[config.mk]
export PLATFORM = sky130hd
export DESIGN_NAME = separate_timestamp
export DESIGN_NICKNAME = d
export VERILOG_FILES = /design/src/rtl/ts_stream_pkg.sv /design/src/rtl/ts_delay_line.sv /design/src/rtl/separate_timestamp.sv
export SDC_FILE = /design/constraint.sdc
export NUM_CORES = 1
export LEC_CHECK = 0
export BUFFER_PORTS_ARGS = -buffer_cell sky130_fd_sc_hd__buf_4
export CORE_MARGIN = 5
export CORE_UTILIZATION = 55
export CTS_CLUSTER_DIAMETER = 30
export DETAILED_ROUTE_END_ITERATION = 16
export PLACE_DENSITY = 0.83
export SETUP_SLACK_MARGIN = 0.2
export SKIP_LAST_GASP = 1
export SLEW_MARGIN = 20
export SYNTH_ARGS = -nofsm -noshare
export SYNTH_HDL_FRONTEND = slang
export SYNTH_SLANG_ARGS = --single-unit
[constraint.sdc]
create_clock -name clk -period 3.9 [get_ports clk]
set_input_delay 0 -clock clk [delete_from_list [all_inputs] [get_ports clk]]
set_output_delay 0 -clock clk [all_outputs]
set_load 0.02 [all_outputs]
[src/rtl/ts_stream_pkg.sv]
// Shared definitions for the timestamp framing blocks (connect/separate).
// Holds the default footer width, the footer byte order, the helper that
// turns a footer width into a beat count, and the separator FSM encoding.
package ts_stream_pkg;

    localparam int TS_WIDTH_DEFAULT = 72;

    // Footer beats are ordered least-significant slice first.
    localparam bit TS_FOOTER_LSB_FIRST = 1'b1;

    function automatic int ts_beats(input int ts_width, input int data_width);
        return ts_width / data_width;
    endfunction

    typedef enum logic {
        ST_COLLECT = 1'b0,
        ST_TS_OUT  = 1'b1
    } ts_state_e;

endpackage

[src/rtl/ts_delay_line.sv]
// Parametric shift register used to hold back the trailing footer beats.
// Ports:
//   clk                 rising-edge clock
//   clear               synchronous clear of all entries
//   push                shift in {in_data, in_keep} at the newest end
//   pop                 shift without a new beat (zero fill at newest end)
//   in_data / in_keep   beat to push
//   sr_data             flat contents, entry 0 (oldest) in the low bits
//   oldest_keep         tkeep of entry 0
// Once DEPTH beats have been pushed, entry 0 is the oldest beat; every push
// shifts toward entry 0, so a push on a full line is also the pop.
module ts_delay_line #(
    parameter int DATA_WIDTH = 8,
    parameter int KEEP_WIDTH = 1,
    parameter int DEPTH      = 9
) (
    input  logic                        clk,
    input  logic                        clear,
    input  logic                        push,
    input  logic                        pop,
    input  logic [DATA_WIDTH-1:0]       in_data,
    input  logic [KEEP_WIDTH-1:0]       in_keep,
    output logic [DEPTH*DATA_WIDTH-1:0] sr_data,
    output logic [KEEP_WIDTH-1:0]       oldest_keep
);

    logic [DEPTH-1:0][DATA_WIDTH-1:0] data_q, data_d;
    logic [DEPTH-1:0][KEEP_WIDTH-1:0] keep_q, keep_d;

    always_comb begin
        data_d = data_q;
        keep_d = keep_q;
        if (clear) begin
            data_d = '0;
            keep_d = '0;
        end else if (push || pop) begin
            for (int i = 0; i < DEPTH - 1; i++) begin
                data_d[i] = data_q[i+1];
                keep_d[i] = keep_q[i+1];
            end
            data_d[DEPTH-1] = push ? in_data : '0;
            keep_d[DEPTH-1] = push ? in_keep : '0;
        end
    end

    always_ff @(posedge clk) begin
        data_q <= data_d;
        keep_q <= keep_d;
    end

    assign sr_data     = data_q;
    assign oldest_keep = keep_q[0];

endmodule

[src/rtl/separate_timestamp.sv]
// Splits an AXI4-Stream of [frame][timestamp footer] into the bare frame and
// a single-beat timestamp side stream. The last TS_BEATS input beats are held
// back in a delay line so that the footer never reaches m_axis; the frame's
// tlast is regenerated from the input tlast.
// Ports:
//   clk, rst                       clock, synchronous active-high reset
//   s_axis_*                       frame followed by footer (input)
//   m_axis_*                       frame only (output)
//   m_axis_timestamp_tdata/tvalid/tready   extracted timestamp
//   err_short_frame                one-cycle pulse when a runt is dropped
module separate_timestamp
    import ts_stream_pkg::*;
#(
    parameter int DATA_WIDTH      = 8,
    parameter int KEEP_WIDTH      = DATA_WIDTH / 8,
    parameter int TIMESTAMP_WIDTH = TS_WIDTH_DEFAULT
) (
    input  logic                       clk,
    input  logic                       rst,
    input  logic [DATA_WIDTH-1:0]      s_axis_tdata,
    input  logic [KEEP_WIDTH-1:0]      s_axis_tkeep,
    input  logic                       s_axis_tvalid,
    output logic                       s_axis_tready,
    input  logic                       s_axis_tlast,
    output logic [DATA_WIDTH-1:0]      m_axis_tdata,
    output logic [KEEP_WIDTH-1:0]      m_axis_tkeep,
    output logic                       m_axis_tvalid,
    input  logic                       m_axis_tready,
    output logic                       m_axis_tlast,
    output logic [TIMESTAMP_WIDTH-1:0] m_axis_timestamp_tdata,
    output logic                       m_axis_timestamp_tvalid,
    input  logic                       m_axis_timestamp_tready,
    output logic                       err_short_frame
);

    localparam int TS_BEATS = ts_beats(TIMESTAMP_WIDTH, DATA_WIDTH);
    localparam int CNT_W    = $clog2(TS_BEATS + 1);
    localparam logic [CNT_W-1:0] CNT_FULL = CNT_W'(TS_BEATS);

    if ((TIMESTAMP_WIDTH % DATA_WIDTH) != 0 || (DATA_WIDTH % 8) != 0 ||
        !TS_FOOTER_LSB_FIRST) begin : g_bad_cfg
        $fatal(1, "separate_timestamp: TIMESTAMP_WIDTH must be a multiple of DATA_WIDTH");
    end

    ts_state_e                state_q, state_d;
    logic [CNT_W-1:0]         cnt_q, cnt_d;
    logic [TIMESTAMP_WIDTH-1:0] ts_q, ts_d;
    logic                     err_q, err_d;

    logic [TIMESTAMP_WIDTH-1:0] sr_data;
    logic [KEEP_WIDTH-1:0]      oldest_keep;
    logic                       full, s_fire, ts_fire;

    ts_delay_line #(
        .DATA_WIDTH (DATA_WIDTH),
        .KEEP_WIDTH (KEEP_WIDTH),
        .DEPTH      (TS_BEATS)
    ) u_dly (
        .clk         (clk),
        .clear       (rst),
        .push        (s_fire),
        .pop         (m_axis_tvalid & m_axis_tready),
        .in_data     (s_axis_tdata),
        .in_keep     (s_axis_tkeep),
        .sr_data     (sr_data),
        .oldest_keep (oldest_keep)
    );

    always_comb begin
        state_d = state_q;
        cnt_d   = cnt_q;
        ts_d    = ts_q;
        err_d   = 1'b0;

        full                    = (cnt_q == CNT_FULL);
        s_axis_tready           = 1'b0;
        m_axis_tvalid           = 1'b0;
        m_axis_timestamp_tvalid = 1'b0;

        // Handshake outputs are forced idle while reset is held.
        if (!rst) begin
            case (state_q)
                ST_COLLECT: begin
                    if (!full) begin
                        s_axis_tready = 1'b1;
                    end else begin
                        m_axis_tvalid = s_axis_tvalid;
                        s_axis_tready = m_axis_tready;
                    end
                end
                default: m_axis_timestamp_tvalid = 1'b1;
            endcase
        end

        s_fire  = s_axis_tvalid & s_axis_tready;
        ts_fire = m_axis_timestamp_tvalid & m_axis_timestamp_tready;

        if (s_fire) begin
            if (s_axis_tlast) begin
                if (full) begin
                    // After this push the line holds exactly the footer, so
                    // capture the post-shift contents.
                    ts_d    = TIMESTAMP_WIDTH'({s_axis_tdata, sr_data} >> DATA_WIDTH);
                    state_d = ST_TS_OUT;
                end else begin
                    // Runt: nothing was emitted, just drop it.
                    cnt_d = '0;
                    err_d = 1'b1;
                end
            end else if (!full) begin
                cnt_d = cnt_q + 1'b1;
            end
        end

        if (ts_fire) begin
            cnt_d   = '0;
            state_d = ST_COLLECT;
        end
    end

    always_ff @(posedge clk) begin
        if (rst) begin
            state_q <= ST_COLLECT;
            cnt_q   <= '0;
            ts_q    <= '0;
            err_q   <= 1'b0;
        end else begin
            state_q <= state_d;
            cnt_q   <= cnt_d;
            ts_q    <= ts_d;
            err_q   <= err_d;
        end
    end

    assign m_axis_tdata           = sr_data[DATA_WIDTH-1:0];
    assign m_axis_tkeep           = oldest_keep;
    assign m_axis_tlast           = s_axis_tlast;
    assign m_axis_timestamp_tdata = ts_q;
    assign err_short_frame        = err_q;

endmodule

==> results of run 1 <==
==> worst reg2reg max path: cells and delay by family, from the launching register on <==
family,cells,cell delay (ps)
AOI/OAI and AO/OA,1,190
adders and majority gates,1,290
buffers and inverters,1,460
DFF,1,420
and+or+nand+nor,2,960
==> Yosys cell counts, drive strengths merged <==
cell type    n  area share [%]
dfxtp      159              51
nand2b      90             8.9
mux2i       81              13
o21ai       77             6.2
nand3       74             5.9
a21oi       73             5.8
buf         38             4.6
clkbuf      29             1.7
nor2         4            0.24
nor2b        3            0.30
and2         2            0.20
ha           2            0.40
nand2        2            0.12
nor3b        2            0.24
o21a         2            0.24
a211oi       1            0.12
a31oi        1           0.099
a32o         1            0.16
a41o         1            0.16
and4b        1            0.16
and4bb       1            0.20
inv          1           0.060
nand3b       1            0.32
nand4b       1            0.24
nand4bb      1            0.18
nor3         1           0.079
==> cell type report <==
cell class | count | share of cell area (%)
inverter | 1 | 0.0495
tap | 143 | 2.36
clock buffer | 18 | 5.66
sequential | 159 | 42.0
multi-input combinational | 422 | 36.0
clock inverter | 12 | 1.93
timing repair buffer | 117 | 12.0
==> power groups by stage <==
stage | Combinational (mW) | Clock (mW) | Sequential, mW
5_1_grt | 0.161 | 1.73 | 1.65
2_1_floorplan | 0.114 | 0 | 1.68
3_3_place_gp | 0.136 | 0 | 1.68
6_report | 0.150 | 1.63 | 1.65
4_1_cts | 0.149 | 1.65 | 1.65
3_5_place_dp | 0.139 | 0 | 1.68
==> kinds of logic after synthesis <==
family                   count (synthesis)  synth area share (%)
multiplexers                            81                  12.9
flip-flops                             159                  50.5
AO/OA/AOI/OAI                          156                  12.8
AND/OR/NAND/NOR                        183                  17.1
adder cells (fa/ha/maj)                  2                 0.397
buffers and inverters                   68                  6.38
==> state kept, by name, summed over array words and instances, names as in the netlist <==
signal and cells:
m_axis_timestamp_tdata 72, u_dly.sr_data 72, u_dly.keep_q 8, cnt_q 4, state_q 1, err_short_frame 1
u_dly.oldest_keep 1
==> stage by stage <==
| stage | power, mW | setup WS, ps |
|---|---|---|
| 2_1_floorplan | 1.79 | 2420 |
| 3_3_place_gp | 1.82 | 1700 |
| 3_5_place_dp | 1.82 | 1570 |
| 4_1_cts | 3.44 | 1510 |
| 5_1_grt | 3.54 | 1320 |
| 6_report | 3.42 | 1500 |
==> worst paths after layout <==
check,from,endpoint,slack [ps],depth (start not counted)
max,cnt_q[0],m_axis_timestamp_tdata[66],1500,5
min,rst,m_axis_timestamp_tdata[47],70,2
max reg2reg,cnt_q[0],m_axis_timestamp_tdata[66],1500,5
min reg2reg,u_dly.sr_data[21],m_axis_timestamp_tdata[13],460,2
==> metal layers <==
metal  share of wire, %  up-vias
met5                  0        -
met4                1.9        0
li1                   -     2394
met2                 50      157
met3                5.9       22
met1                 43     2369
==> results.json, run 1 <==
{
  "use_met1_pct": 27.6,
  "final_common_cell": "dfxtp_1",
  "hold_class": "input pin to flip-flop",
  "grt_max_degree": 107,
  "via_per_inst": 5.67,
  "drtPass1Iterations": 5,
  "ant_nets": 0,
  "synthesis.area_um2": 6300,
  "fin_hold_ws_ps": 67.5,
  "layout.cells.non_filler": 872,
  "power_frac_comb_pct": 4.4,
  "cts-root-to-sink-buffers": 2,
  "fin_util_pct": 66.9,
  "p_seq_share_pct": 48.1,
  "yosys_warnings": 0,
  "path_clk_slew_ps": 60,
  "via_count": 4942,
  "ff_latch_area_um2": 3180,
  "initial_utilization_pct": 55.6,
  "grt_util_met2_pct": 36.2,
  "sw_frac_of_total_pct": 21.2,
  "grt_first_pass_wirelength_um": 23500,
  "dpl.hpwl_um": 9170,
  "n_antenna_cell": 0,
  "layout_min_cycle_time_ps": 2400,
  "final_cell_area_um2": 7580,
  "multi_input_area_um2": 2730,
  "finalHoldViolations": 0,
  "syn2layout_area_growth_pct": 20.3,
  "rsz0062_at_grt": "false",
  "p_leak_nw": 3.04,
  "finalSetupTns_ps": 0,
  "grt.total_usage_pct": 21.9,
  "path_delay_family": "simple AND/OR/NAND/NOR gates",
  "fp.coreArea_um2": 11300,
  "cp-start-kind": "flip-flop",
  "syn_inst": 649,
  "post_cts.repair.setup_buffers": 0,
  "path_cells": "ha_1, and4b_2, buf_4, nand3_1, a21oi_1",
  "synth_fp_nets": 666,
  "cts.repair.resized": 0,
  "required_ps": 4240,
  "p_int_mw": 2.69,
  "cp-end-kind": "flip-flop",
  "n_fill_cell": 898,
  "grt.overflow.total": 0,
  "use_met3_pct": 5.91,
  "p_switching_mw": 0.726,
  "slowest_delay_ps": 800,
  "clkLatencyLatePin_ps": 420,
  "antenna_found_initial": 0,
  "root_buffer": "clkbuf_16",
  "die_x_um": 117,
  "synth-seq-cells": 159,
  "finalCritPeriodShare_pct": 61.5,
  "drcViolationCount": 0,
  "powerDensity_nw_per_um2": 452,
  "cts_tree": "done",
  "ioPinCount": 101,
  "cp.arrival_ps": 2740,
  "holdBufCountCts": 11,
  "maxCapViolCount": 0,
  "io_buffer_count": 100,
  "finClkSkew_ps": 6.89,
  "yosysSeqAreaShare_pct": 50.5,
  "cts.htree.levels": 4,
  "cp_num_buf_inv": 1,
  "grt.busiest_layer": "met2",
  "worst-path-max-fanout": 43,
  "drtIter0Drc": 373,
  "die_h_um": 117,
  "rows": 39,
  "numCtsBuffers": 17,
  "final_layout_size_suffix_gt1_share_pct": 19.3,
  "critPathSlowestCell": "and4b_2",
  "globalplace.congestion": 0.786,
  "cts_sinks": 159,
  "placed_area_um2": 6890,
  "final_max_slew_viol_count": 0,
  "dieArea_um2": 13700,
  "layout_common_cells": "dfxtp_1 (159), buf_4 (106), nand2b_1 (90)",
  "fmax_mhz": 417,
  "routedWlPerCell_um": 16.8,
  "ir_drop_v": 0.000249,
  "clockPowerShare_pct": 47.5,
  "relSlewSlack_pct": 26.9,
  "syn_avg_cell_area_um2": 9.71,
  "grt_pass1_vias": 4766,
  "setup_viol": 0,
  "place_inst": 831,
  "worst-setup-path-type": "flip-flop to flip-flop",
  "wl_um": 14600,
  "status": "completed",
  "worst_pin_slew_ps": 1100,
  "final_nets": 735,
  "yosys.cell_types.count": 31
}
Note: power is estimated with default switching activity, not from simulation.
==> run 2, diff against run 1 <==
--- a/config.mk
+++ b/config.mk
@@ -5,12 +5,13 @@
 export SDC_FILE = /design/constraint.sdc
 export NUM_CORES = 1
 export LEC_CHECK = 0
+export ABC_AREA = 1
 export BUFFER_PORTS_ARGS = -buffer_cell sky130_fd_sc_hd__buf_4
 export CORE_MARGIN = 5
-export CORE_UTILIZATION = 55
+export CORE_UTILIZATION = 52
 export CTS_CLUSTER_DIAMETER = 30
 export DETAILED_ROUTE_END_ITERATION = 16
-export PLACE_DENSITY = 0.83
+export PLACE_DENSITY = 0.81
 export SETUP_SLACK_MARGIN = 0.2
 export SKIP_LAST_GASP = 1
 export SLEW_MARGIN = 20
==> constraint.sdc (replaced) <==
create_clock -name clk -period 2 [get_ports clk]
set_input_delay 0 -clock clk [delete_from_list [all_inputs] [get_ports clk]]
set_output_delay 0 -clock clk [all_outputs]
set_load 0.02 [all_outputs]
==> results.json, run 2 <==
{
  "rows": 43,
  "cts_tree": "done",
  "root_buffer": "clkbuf_16",
  "drtIter0Drc": 310,
  "antenna_found_initial": 0,
  "layout.cells.non_filler": 1160,
  "p_leak_nw": 3.18,
  "cp-end-kind": "output port",
  "grt.total_usage_pct": 19.3,
  "rsz0062_at_grt": "false",
  "ir_drop_v": 0.000620,
  "n_antenna_cell": 0,
  "required_ps": 2000,
  "dieArea_um2": 16500,
  "yosys_warnings": 0,
  "syn_inst": 897,
  "path_clk_slew_ps": 60,
  "syn_avg_cell_area_um2": 8.12,
  "syn2layout_area_growth_pct": 22.1,
  "ant_nets": 0,
  "globalplace.congestion": 0.778,
  "ioPinCount": 101,
  "synth.most_common_cell": "nand2_1",
  "die_h_um": 128,
  "cts_sinks": 159,
  "io_buffer_count": 100,
  "cp-start-kind": "flip-flop",
  "synth_top_flop_cell": "dfxtp_1",
  "synthesis.area_um2": 7280,
  "cts-root-to-sink-buffers": 2,
  "synth-seq-cells": 159,
  "relSlewSlack_pct": 49.2,
  "worst-path-max-fanout": 27,
  "yosysSeqAreaShare_pct": 43.7,
  "synth_edf_count": 0,
  "async_flop_share_pct": 0,
  "powerDensity_nw_per_um2": 786,
  "numCtsBuffers": 17,
  "via_count": 5962,
  "routedWlPerCell_um": 13.9,
  "p_switching_mw": 1.56,
  "r2r_slack_ps": 340,
  "layout_min_cycle_time_ps": 1680,
  "synth_top_area_share_pct": 43.7,
  "finalCritPeriodShare_pct": 83.9,
  "initial_utilization_pct": 52.7,
  "fmax_mhz": 596,
  "p_int_mw": 5.43,
  "p_seq_share_pct": 45.9,
  "cts.htree.levels": 4,
  "yosys.cell_types.count": 22,
  "drcViolationCount": 0,
  "maxCapViolCount": 0,
  "grt.overflow.total": 0,
  "power_frac_comb_pct": 5.8,
  "finalHoldViolations": 0,
  "final_nets": 985,
  "dpl.hpwl_um": 9880,
  "final_max_slew_viol_count": 0,
  "yosys-top-cells-area": "dfxtp_1 (44%), nand3_2 (11%), a21oi_2 (9.6%)",
  "grt_pass1_vias": 5575,
  "cp.arrival_ps": 1680,
  "worst_pin_slew_ps": 762,
  "layout_common_cells": "nand2_1 (163), dfxtp_1 (158), buf_4 (109)",
  "final_layout_size_suffix_gt1_share_pct": 33.0,
  "wl_um": 16100,
  "setup_ws_ps": 321,
  "fp.coreArea_um2": 13800,
  "clkLatencyLatePin_ps": 430,
  "setup_viol": 0,
  "synth_commonest_cells": "nand2_1 (163), dfxtp_1 (159), nor2_1 (84)",
  "grt_max_degree": 82,
  "drtPass1Iterations": 5,
  "worst-setup-path-type": "flip-flop to output port",
  "grt_first_pass_wirelength_um": 26400,
  "via_per_inst": 5.14,
  "sw_frac_of_total_pct": 22.3,
  "die_x_um": 128,
  "status": "completed",
  "finClkSkew_ps": 6.16,
  "pre_cts_ws_ps": 291,
  "finalSetupTns_ps": 0,
  "clockPowerShare_pct": 48.3,
  "n_fill_cell": 1117,
  "place_inst": 1111,
  "final_common_cell": "nand2_1",
  "hold_class": "input pin to flip-flop",
  "synth_top_cell_by_area": "dfxtp_1",
  "synth_fp_nets": 914
}
-- run 2: layout make-up --
type,count,area [µm²],area share (%)
multi-input cells,572,3330,37.5
flip-flops and latches,159,3180,35.8
repair buffers,134,1220,13.7
clock buffers,21,450,5.07
inverters,84,318,3.57
well taps,180,225,2.53
clock inverters,10,161,1.82
-- run 2: final timing paths --
kind | from | cells past startpoint | end
worst min-delay path | rst | 5 | m_axis_timestamp_tdata[3]
worst min register to register | u_dly.sr_data[6] | 2 | u_dly.sr_data[6]
worst max register to register | cnt_q[1] | 9 | m_axis_timestamp_tdata[58]
worst max-delay path | cnt_q[1] | 6 | m_axis_tvalid
-- run 2: power groups by stage --
| stage | sequential (mW) | clock [mW] | combinational, mW |
|---|---|---|---|
| 6_report | 3.21 | 3.38 | 0.406 |
| 5_1_grt | 3.21 | 3.58 | 0.443 |
| 4_1_cts | 3.21 | 3.44 | 0.402 |
| 3_5_place_dp | 3.28 | 0 | 0.379 |
| 3_3_place_gp | 3.28 | 0 | 0.377 |
| 2_1_floorplan | 3.27 | 0 | 0.290 |
-- run 2: per-layer routing --
layer | up-vias | part of all wire [%] | track usage (%)
li1 | 3030 | - | -
met1 | 2789 | 45 | 24.8
met2 | 124 | 49 | 31.7
met3 | 19 | 4.9 | 5.67
met4 | 0 | 1.3 | 5.49
met5 | - | 0 | 0
-- run 2: logic make-up (layout without fill, tap and decap cells) --
kind of cell	Yosys count	after routing	share of synthesized area (%)
and+or+nand+nor	410	410	29.9
buffers and inverters	166	249	10.9
adders and majority gates	2	2	0.344
AOI/OAI and AO/OA	160	160	15.2
DFF	159	159	43.7
-- run 2: worst max-delay path, cell delays in order, from the launching register on --
cell,delay (ps)
dfxtp_1,340
inv_1,60
ha_1,170
nand3_2,110
nor2_4,210
buf_12,190
buf_4,160
-- run 2: per-stage QoR --
step / power (mW) / utilization, % / hold WS (ps) / cell area, µm²
finish: 6.99 / 64.3 / 120 / 8890
global route: 7.23 / 64.3 / 144 / 8890
CTS: 7.05 / 63.7 / 103 / 8810
detailed placement: 3.65 / 58.0 / 263 / 8030
global placement: 3.65 / 58.0 / 267 / 8030
floorplan: 3.57 / - / 113 / 7280
-- run 2: timing repair --
action | 4_1_cts | 5_1_grt
pin swaps | 1 | 1
hold buffers | 11 | 0
setup endpoints to repair | 1 | 81
buffers inserted | 4 | 0
gates cloned | 1 | 2
endpoints found under the hold margin | 23 | 0
resized for setup | 0 | 6
